<file path="src/rtl/dbg_spi_host.sv">
// SPI mode-0, MSB-first host for the debug command protocol. Each transaction sends one opcode,
// plus the ECHO argument when present, and collects the reply right-aligned into rsp_data.
module dbg_spi_host #(
  parameter int CLK_DIV    = 8,
  parameter int GAP_CYCLES = 32
) (
  input  logic        clk,
  input  logic        rst,
  input  logic        cmd_valid,
  output logic        cmd_ready,
  input  logic [7:0]  cmd_op,
  input  logic [7:0]  cmd_arg,
  output logic        rsp_valid,
  output logic [3:0]  rsp_len,
  output logic [63:0] rsp_data,
  output logic        busy,
  output logic        sclk,
  output logic        mosi,
  input  logic        miso,
  output logic        ss_n
);

  // state   | meaning
  // IDLE    | ss_n high, cmd_ready high, waiting for cmd_valid
  // SETUP   | ss_n low, CLK_DIV cycles before the first SCLK rise
  // SHIFT   | clocking the 8 bits of the current byte
  // GAP     | GAP_CYCLES between bytes, SCLK low, ss_n low
  // HOLD    | CLK_DIV cycles after the last bit before releasing ss_n
  // RECOVER | ss_n high for CLK_DIV cycles before the next command
  localparam logic [2:0] S_IDLE    = 3'd0;
  localparam logic [2:0] S_SETUP   = 3'd1;
  localparam logic [2:0] S_SHIFT   = 3'd2;
  localparam logic [2:0] S_GAP     = 3'd3;
  localparam logic [2:0] S_HOLD    = 3'd4;
  localparam logic [2:0] S_RECOVER = 3'd5;

  localparam logic [7:0] OP_ECHO     = 8'h01;
  localparam logic [7:0] OP_GET_PC   = 8'h06;
  localparam logic [7:0] OP_GET_INSN = 8'h07;

  localparam int HW = $clog2(CLK_DIV) + 1;
  localparam int GW = $clog2(GAP_CYCLES + 1);
  localparam logic [HW-1:0] HP_LOAD  = HW'(CLK_DIV - 1);
  localparam logic [HW-1:0] HP_ONE   = HW'(1);
  localparam logic [GW-1:0] GAP_LOAD = GW'(GAP_CYCLES - 1);
  localparam logic [GW-1:0] GAP_ONE  = GW'(1);

  logic [2:0]    state_q,    state_d;
  logic [HW-1:0] hp_cnt_q,   hp_cnt_d;
  logic [GW-1:0] gap_cnt_q,  gap_cnt_d;
  logic [2:0]    bit_cnt_q,  bit_cnt_d;
  logic [3:0]    byte_cnt_q, byte_cnt_d;
  logic [3:0]    last_q,     last_d;
  logic [7:0]    op_q,       op_d;
  logic [7:0]    arg_q,      arg_d;
  logic [6:0]    rx_q,       rx_d;
  logic [63:0]   rsp_data_q, rsp_data_d;
  logic [3:0]    rsp_len_q,  rsp_len_d;
  logic          rsp_valid_q, rsp_valid_d;
  logic          sclk_q,     sclk_d;
  logic          mosi_q,     mosi_d;
  logic          ss_n_q,     ss_n_d;
  logic          miso_s1_q,  miso_s2_q;

  logic [7:0] cur_byte;
  logic [7:0] nxt_byte;
  logic [7:0] rx_byte;
  logic       keep;

  function automatic logic [7:0] tx_byte(input logic [7:0] op, input logic [7:0] arg,
                                         input logic [3:0] idx);
    logic [7:0] b;
    b = 8'h00;
    if (idx == 4'd0) b = op;
    else if (op == OP_ECHO && idx == 4'd1) b = arg;
    return b;
  endfunction

  function automatic logic [3:0] last_idx(input logic [7:0] op);
    logic [3:0] n;
    case (op)
      OP_GET_PC:   n = 4'd9;
      OP_GET_INSN: n = 4'd5;
      OP_ECHO:     n = 4'd2;
      default:     n = 4'd0;
    endcase
    return n;
  endfunction

  function automatic logic [3:0] reply_len(input logic [7:0] op);
    logic [3:0] n;
    case (op)
      OP_GET_PC:   n = 4'd8;
      OP_GET_INSN: n = 4'd4;
      OP_ECHO:     n = 4'd1;
      default:     n = 4'd0;
    endcase
    return n;
  endfunction

  always_comb begin
    cur_byte = tx_byte(op_q, arg_q, byte_cnt_q);
    nxt_byte = tx_byte(op_q, arg_q, byte_cnt_q + 4'd1);
    rx_byte  = {rx_q, miso_s2_q};
    keep     = 1'b0;
    // The first two reply bytes of a GET are the slave's opcode turnaround, not data.
    if ((op_q == OP_GET_PC || op_q == OP_GET_INSN) && byte_cnt_q >= 4'd2) keep = 1'b1;
    if (op_q == OP_ECHO && byte_cnt_q == 4'd2) keep = 1'b1;
  end

  always_comb begin
    state_d     = state_q;
    hp_cnt_d    = hp_cnt_q;
    gap_cnt_d   = gap_cnt_q;
    bit_cnt_d   = bit_cnt_q;
    byte_cnt_d  = byte_cnt_q;
    last_d      = last_q;
    op_d        = op_q;
    arg_d       = arg_q;
    rx_d        = rx_q;
    rsp_data_d  = rsp_data_q;
    rsp_len_d   = rsp_len_q;
    rsp_valid_d = 1'b0;
    sclk_d      = sclk_q;
    mosi_d      = mosi_q;
    ss_n_d      = ss_n_q;

    case (state_q)
      S_IDLE: begin
        if (cmd_valid) begin
          op_d       = cmd_op;
          arg_d      = cmd_arg;
          last_d     = last_idx(cmd_op);
          byte_cnt_d = 4'd0;
          bit_cnt_d  = 3'd7;
          hp_cnt_d   = HP_LOAD;
          rsp_data_d = 64'h0;
          rsp_len_d  = 4'd0;
          mosi_d     = cmd_op[7];
          ss_n_d     = 1'b0;
          state_d    = S_SETUP;
        end
      end

      S_SETUP: begin
        if (hp_cnt_q != '0) begin
          hp_cnt_d = hp_cnt_q - HP_ONE;
        end else begin
          hp_cnt_d = HP_LOAD;
          mosi_d   = cur_byte[7];
          state_d  = S_SHIFT;
        end
      end

      S_SHIFT: begin
        if (hp_cnt_q != '0) begin
          hp_cnt_d = hp_cnt_q - HP_ONE;
        end else begin
          hp_cnt_d = HP_LOAD;
          if (!sclk_q) begin
            sclk_d = 1'b1;
          end else begin
            // Last cycle of the high phase: sample, drop SCLK, move to the next bit.
            sclk_d = 1'b0;
            rx_d   = rx_byte[6:0];
            if (bit_cnt_q != 3'd0) begin
              bit_cnt_d = bit_cnt_q - 3'd1;
              mosi_d    = cur_byte[bit_cnt_q - 3'd1];
            end else begin
              bit_cnt_d = 3'd7;
              if (keep) rsp_data_d = {rsp_data_q[55:0], rx_byte};
              if (byte_cnt_q == last_q) begin
                mosi_d  = 1'b0;
                state_d = S_HOLD;
              end else begin
                byte_cnt_d = byte_cnt_q + 4'd1;
                gap_cnt_d  = GAP_LOAD;
                mosi_d     = nxt_byte[7];
                state_d    = S_GAP;
              end
            end
          end
        end
      end

      S_GAP: begin
        if (gap_cnt_q != '0) begin
          gap_cnt_d = gap_cnt_q - GAP_ONE;
        end else begin
          hp_cnt_d = HP_LOAD;
          mosi_d   = cur_byte[7];
          state_d  = S_SHIFT;
        end
      end

      S_HOLD: begin
        if (hp_cnt_q != '0) begin
          hp_cnt_d = hp_cnt_q - HP_ONE;
        end else begin
          hp_cnt_d    = HP_LOAD;
          ss_n_d      = 1'b1;
          rsp_valid_d = 1'b1;
          rsp_len_d   = reply_len(op_q);
          state_d     = S_RECOVER;
        end
      end

      S_RECOVER: begin
        if (hp_cnt_q != '0) hp_cnt_d = hp_cnt_q - HP_ONE;
        else state_d = S_IDLE;
      end

      default: begin
        state_d = S_IDLE;
        sclk_d  = 1'b0;
        ss_n_d  = 1'b1;
      end
    endcase
  end

  always_ff @(posedge clk) begin
    if (rst) begin
      state_q     <= S_IDLE;
      hp_cnt_q    <= '0;
      gap_cnt_q   <= '0;
      bit_cnt_q   <= 3'd7;
      byte_cnt_q  <= 4'd0;
      last_q      <= 4'd0;
      op_q        <= 8'h00;
      arg_q       <= 8'h00;
      rx_q        <= 7'h00;
      rsp_data_q  <= 64'h0;
      rsp_len_q   <= 4'd0;
      rsp_valid_q <= 1'b0;
      sclk_q      <= 1'b0;
      mosi_q      <= 1'b0;
      ss_n_q      <= 1'b1;
      miso_s1_q   <= 1'b0;
      miso_s2_q   <= 1'b0;
    end else begin
      state_q     <= state_d;
      hp_cnt_q    <= hp_cnt_d;
      gap_cnt_q   <= gap_cnt_d;
      bit_cnt_q   <= bit_cnt_d;
      byte_cnt_q  <= byte_cnt_d;
      last_q      <= last_d;
      op_q        <= op_d;
      arg_q       <= arg_d;
      rx_q        <= rx_d;
      rsp_data_q  <= rsp_data_d;
      rsp_len_q   <= rsp_len_d;
      rsp_valid_q <= rsp_valid_d;
      sclk_q      <= sclk_d;
      mosi_q      <= mosi_d;
      ss_n_q      <= ss_n_d;
      miso_s1_q   <= miso;
      miso_s2_q   <= miso_s1_q;
    end
  end

  assign cmd_ready = (state_q == S_IDLE);
  assign busy      = ~cmd_ready;
  assign rsp_valid = rsp_valid_q;
  assign rsp_len   = rsp_len_q;
  assign rsp_data  = rsp_data_q;
  assign sclk      = sclk_q;
  assign mosi      = mosi_q;
  assign ss_n      = ss_n_q;

endmodule
</file>
<file path="config.mk">
export PLATFORM = sky130hd
export DESIGN_NAME = dbg_spi_host
export DESIGN_NICKNAME = d
export VERILOG_FILES = /design/src/rtl/dbg_spi_host.sv
export SDC_FILE = /design/constraint.sdc
export NUM_CORES = 1
export LEC_CHECK = 0
export CAP_MARGIN = 0
export CORE_ASPECT_RATIO = 1.5
export CORE_MARGIN = 2
export CORE_UTILIZATION = 57
export DETAILED_ROUTE_END_ITERATION = 6
export GPL_TIMING_DRIVEN = 0
export PLACE_DENSITY = 0.85
export SYNTH_ARGS = -nofsm -noshare
export SYNTH_HDL_FRONTEND = slang
export SYNTH_SLANG_ARGS = --single-unit
</file>
<file path="constraint.sdc">
create_clock -name clk -period 6.46 [get_ports clk]
set_clock_uncertainty 0.05 [all_clocks]
set_input_delay 1.292 -clock clk [delete_from_list [all_inputs] [get_ports clk]]
set_output_delay 1.292 -clock clk [all_outputs]
set_load 0.05 [all_outputs]
</file>
==> results of run 1 <==
-- where the power goes --
part           total, mW  internal (mW)  switching (mW)  leakage [nW]
combinational      0.664          0.203           0.461          1.32
clock              0.924          0.575           0.349         0.280
sequential         0.825          0.783          0.0418         0.971
-- critical path: stages, from the launching register on --
cell	delay, ps
dfxtp_1	390
buf_2	240
nor3_1	80
inv_1	130
clkdlybuf4s50_1	820
-- placed cells by master (no fill, tap or decap), types with 3 or more instances in the layout --
cell type	count
a21oi_1	102
o21ai_0	62
buf_1	4
o21bai_1	3
inv_1	12
buf_4	3
clkbuf_1	36
or3_1	3
o21ai_1	12
mux2i_1	9
dfxtp_1	120
mux4_2	5
xor2_1	5
a22oi_1	3
clkdlybuf4s50_1	92
buf_2	17
a311oi_1	6
and2_1	3
clkinv_2	5
clkbuf_16	17
nand2_1	49
ha_1	9
nor3_1	10
nand3_1	6
a21o_1	4
and3_1	5
nor4b_1	3
nor2b_1	3
a211oi_1	6
nor2_1	31
nand4_1	66
nand3b_1	4
nand2b_1	7
nor3b_1	4
-- state kept, by name (all words and copies together), names as in the netlist --
| name | cells |
|---|---|
| rsp_data | 64 |
| arg_q | 8 |
| op_q | 8 |
| rx_q | 7 |
| gap_cnt_q | 6 |
| byte_cnt_q | 4 |
| hp_cnt_q | 4 |
| last_q | 4 |
| bit_cnt_q | 3 |
| rsp_len | 3 |
| state_q | 3 |
| miso_s1_q | 1 |
| miso_s2_q | 1 |
| mosi | 1 |
| rsp_valid | 1 |
| sclk | 1 |
| ss_n | 1 |
-- Yosys cell counts, types with 4 or more instances --
library cell  count
a211oi_1          6
a21o_1            4
a21oi_1         102
a311oi_1          6
and3_1            5
buf_1             4
buf_2            17
clkbuf_1         34
dfxtp_1         120
ha_1              9
inv_1            12
mux2i_1           9
mux4_2            5
nand2_1          49
nand2b_1          7
nand3_1           6
nand3b_1          4
nand4_1          66
nor2_1           31
nor3_1           10
nor3b_1           4
o21ai_0          62
o21ai_1          12
xor2_1            5
-- metal layers --
layer | track usage [%] | up-vias | routed length (um)
li1 | - | 2623 | -
met1 | 30.7 | 2691 | 5780
met2 | 56.3 | 282 | 8700
met3 | 6.83 | 51 | 1010
met4 | 13.8 | 0 | 540
met5 | 0 | - | 0
-- kinds of logic (layout without fill, tap and decap cells) --
family          after synthesis  count (layout)  share of synthesized area [%]
other cells                   1               1                         0.0677
simple gates                213             213                           21.9
fa+ha+maj                     9               9                           2.03
buf+inv                      73             197                           5.80
flops                       120             120                           43.4
xor+xnor                      5               5                          0.790
compound gates              216             216                           22.4
mux                          14              14                           3.66
-- final cells by class --
cell class                 count  share of cell area [%]
buffer                        60                    3.80
clock buffer                  20                    6.22
clock inverter                12                    1.76
inverter                      13                   0.680
multi-input combinational    458                    39.2
sequential                   120                    33.5
tap                          115                    2.00
timing repair buffer          92                    12.8
-- stage by stage --
step           hold WS [ps]  util (%)  std cells  total power, mW  worst slack (ps)
6_report                393      74.9        890             2.41              3030
5_1_grt                 421      74.9        890             2.50              2960
4_1_cts                 391      74.9        890             2.40              3040
3_5_place_dp            376      69.0        858             1.48              3070
3_3_place_gp            366      69.0        858             1.46              3130
2_1_floorplan           364         -        651             1.30              2880
-- final timing paths --
check | startpoint | to | slack, ps
hold / removal | miso_s1_q | miso_s2_q | 390
setup reg to reg | byte_cnt_q[0] | mosi | 3940
hold reg to reg | miso_s1_q | miso_s2_q | 390
setup / recovery | state_q[1] | busy | 3030
==> flow_summary.yaml, run 1 <==
worst_hold_path:
  hold_class: "flop to flop"
  hold_depth: 1
grt:
  grt.total_usage_pct: 30.0
  grt_first_pass_wirelength_um: 25600
  grt-ovfl-total: 0
  grt_max_degree: 17
  antenna_found_initial: 0
  grt_pass1_vias: 5357
pwr:
  leakage_nw: 2.57
  ir_worst_vdd_mv: 0.235
  powerDensity_nw_per_um2: 336
drt:
  routed_via_density: 6.34
  antenna_left: 0
  drtIter0Drc: 468
  first_pass_iters: 5
  dr_total_vias: 5647
  drc_errors: 0
  drt-total-wl_um: 16000
  drt-wirelength-per-cell_um: 18.0
logic_synthesis:
  ys_warn_count: 0
  ys_types: 63
  synth-edff-count: 0
  synth_area_um2: 5540
  synth-main-ff-cell: "dfxtp_1"
  synth_fp_nets: 680
  synth.top_cells.by_area: "dfxtp_1 (43%), a21oi_1 (9.2%), nand4_1 (7.5%), o21ai_0 (5.6%), nand2_1 (3.3%)"
  syn_inst: 651
  postSynthAreaPerCell_um2: 8.51
  yosysTopAreaCellShare_pct: 43.4
  async_reset_ff_share_pct: 0
  ys_seq_area_share_pct: 43.4
  synth-seq-cells: 120
  synth_top_area_cell: "dfxtp_1"
outcome:
  status: "finished clean"
clocking:
  insertion_delay_ps: 420
  clockBufferDepth: 2
  cts_hold_buf: 0
  h-tree-depth: 4
  cts_resized: 0
  cts.clk_slew.worst_paths_ps: 50
  numCtsBuffers: 17
  cts_root_buf: "clkbuf_16"
  cts_setup_buffers: 0
  cts_tree: "yes"
  cts_sinks: 120
floorplan:
  dieWidth_um: 84.5
  fp.dieH_um: 125
  io_pins: 94
  dieArea_um2: 10500
  core_um2: 9580
  row_count: 44
  initial_utilization_pct: 57.8
worst_setup_path:
  crit_type: "flop to output pin"
  arrival_ps: 2080
  start_kind: "flop"
  worst_setup_path_end_kind: "output pin"
  required_ps: 5120
  crit_path_max_fanout: 10
  rr_worst_depth: 7
final_layout:
  num_antenna_cells: 0
  multiInputGateArea_um2: 2820
  nets: 791
  final_area_um2: 7180
  drive_above_1_share_pct: 9.68
  fillers: 688
  regArea_um2: 2400
  synthToLayoutAreaGrowth_pct: 29.6
sta:
  relSlewSlack_pct: 44.3
  period_minus_slack_ps: 3430
  finalSetupViolations: 0
  fin_setup_tns_ps: 0
  slew_violations: 0
  finalHoldViolations: 0
  period_share_pct: 53.0
  worst_pin_slew_ps: 834
  grt_setup_unrepaired: "no"
  fmax_mhz: 292
placement:
  place_area_um2: 6610
  hpwl_um: 11400
  port_buffers: 92
  gp_congestion: 0.929
flow_run:
  cap_violations: 0
No activity file was read; power rests on OpenSTA's default activity.
==> run 2, diff against run 1 <==
--- a/config.mk
+++ b/config.mk
@@ -8,10 +8,10 @@
 export CAP_MARGIN = 0
 export CORE_ASPECT_RATIO = 1.5
 export CORE_MARGIN = 2
-export CORE_UTILIZATION = 57
+export CORE_UTILIZATION = 53
 export DETAILED_ROUTE_END_ITERATION = 6
 export GPL_TIMING_DRIVEN = 0
-export PLACE_DENSITY = 0.85
+export PLACE_DENSITY = 0.8
 export SYNTH_ARGS = -nofsm -noshare
 export SYNTH_HDL_FRONTEND = slang
 export SYNTH_SLANG_ARGS = --single-unit
==> constraint.sdc (replaced) <==
create_clock -name clk -period 3.4 [get_ports clk]
set_clock_uncertainty 0.05 [all_clocks]
set_input_delay 0.68 -clock clk [delete_from_list [all_inputs] [get_ports clk]]
set_output_delay 0.68 -clock clk [all_outputs]
set_load 0.05 [all_outputs]
==> run 2 against run 1 <==
Against the previous run:
- non-clock buffer count unchanged
- utilization down 3.7 points
- register-to-register slack lost 3100 ps
- global-route usage shrank 1.6 points
- cell count increased by 0.22%
- die area up 7.2%
- sequential power grew 89%
- via count down 2.8%
- clock power grew 100%
- critical path depth is the same
- routed wire length is 2.4% lower
- hold slack got worse by 4.0 ps
- critical path type unchanged
==> flow_summary.yaml, run 2 (synthesis results as in run 1) <==
outcome:
  status: "finished clean"
clocking:
  cts_sinks: 120
  cts_hold_buf: 0
  cts_resized: 0
  cts_tree: "yes"
  cts.clk_slew.worst_paths_ps: 60
  numCtsBuffers: 17
  insertion_delay_ps: 410
  cts_root_buf: "clkbuf_16"
  cts_setup_buffers: 0
  clockBufferDepth: 2
  h-tree-depth: 4
worst_setup_path:
  rr_worst_depth: 7
  rr_startpoint: "byte_cnt_q[0]"
  start_kind: "flop"
  critPathLaunch: "state_q[0]"
  r2r_setup_slack_ps: 870
  r2r_end: "mosi"
  crit_path_max_fanout: 10
  required_ps: 2670
  crit_type: "flop to output pin"
  arrival_ps: 2050
  worst_setup_path_end_kind: "output pin"
final_layout:
  multiInputGateArea_um2: 2820
  num_antenna_cells: 0
  largest_reg_flops: 64
  synthToLayoutAreaGrowth_pct: 30.4
  fillers: 816
  final_area_um2: 7220
  mostFrequentLayoutCell: "dfxtp_1"
  stdcell_count: 892
  final_cell_mix: "dfxtp_1 (120), a21oi_1 (102), clkdlybuf4s50_1 (92), nand4_1 (66), o21ai_0 (62)"
  drive_above_1_share_pct: 9.81
  nets: 791
  regArea_um2: 2400
  utilization_pct: 71.3
grt:
  antenna_found_initial: 0
  grt_pass1_vias: 5449
  grt_first_pass_wirelength_um: 25500
  grt.total_usage_pct: 28.4
  grt_max_degree: 17
  grt-ovfl-total: 0
sta:
  slew_violations: 0
  setup_slack_ps: 617
  finalHoldViolations: 0
  period_share_pct: 81.9
  finalSetupViolations: 0
  grt_setup_unrepaired: "no"
  worst_pin_slew_ps: 861
  fin_setup_tns_ps: 0
  hold_ws_ps: 389
  relSlewSlack_pct: 42.5
  fmax_mhz: 359
  period_minus_slack_ps: 2780
worst_hold_path:
  hold_depth: 1
  whs_endpoint: "miso_s2_q"
  min-delay-start: "miso_s1_q"
  hold_class: "flop to flop"
drt:
  wl_met2_um: 8350
  drt-wirelength-per-cell_um: 17.5
  drtIter0Drc: 287
  highest_layer: "met4"
  antenna_left: 0
  first_pass_iters: 5
  routed_via_density: 6.15
  dr_total_vias: 5489
  drc_errors: 0
  met3_length_um: 903
  met1_length_um: 5850
  drt-total-wl_um: 15700
floorplan:
  initial_utilization_pct: 54.7
  row_count: 45
  dieArea_um2: 11300
  dieWidth_um: 87.5
  core_um2: 10100
  fp.dieH_um: 129
  io_pins: 94
placement:
  place_area_um2: 6610
  hpwl_um: 11300
  preCtsSetupSlack_ps: 668
  gp_congestion: 0.937
  post-place-cells: 860
  port_buffers: 92
pwr:
  total_power_mw: 4.69
  ir_worst_vdd_mv: 0.406
  leakage_nw: 2.59
  powerDensity_nw_per_um2: 649
flow_run:
  cap_violations: 0
run 2: report_power, final:
part | leakage (nW) | internal (mW) | switching, mW | total, mW
clock | 0.295 | 1.21 | 0.649 | 1.86
sequential | 0.971 | 1.49 | 0.0766 | 1.56
combinational | 1.32 | 0.387 | 0.878 | 1.26
run 2: worst max-delay path, cell delays in order, from the launching register on:
cell             delay [ps]
dfxtp_1                 330
buf_2                   190
nor3_1                  270
inv_1                   140
clkdlybuf4s50_1         720
run 2: routing by layer:
metal | GRT usage (%) | vias up
met4 | 13.5 | 0
met5 | 0 | -
li1 | - | 2624
met2 | 53.0 | 231
met3 | 5.80 | 51
met1 | 29.5 | 2583
run 2: area by class of cell:
type,count,area share (%)
Timing Repair Buffer,92,12.7
Clock buffer,21,6.51
Sequential cell,120,33.3
Clock inverter,11,2.01
Multi-Input combinational cell,458,39.0
Inverter,13,0.676
Buffer,60,3.78
Tap cell,117,2.03
run 2: how the worst max path moves through the flow:
stage                      end  depth (start not counted)
finish                    busy                          4
global route              busy                          4
CTS                       busy                          4
detailed placement  rsp_len[3]                          6
global placement    rsp_len[3]                          6
floorplan           state_q[0]                          7
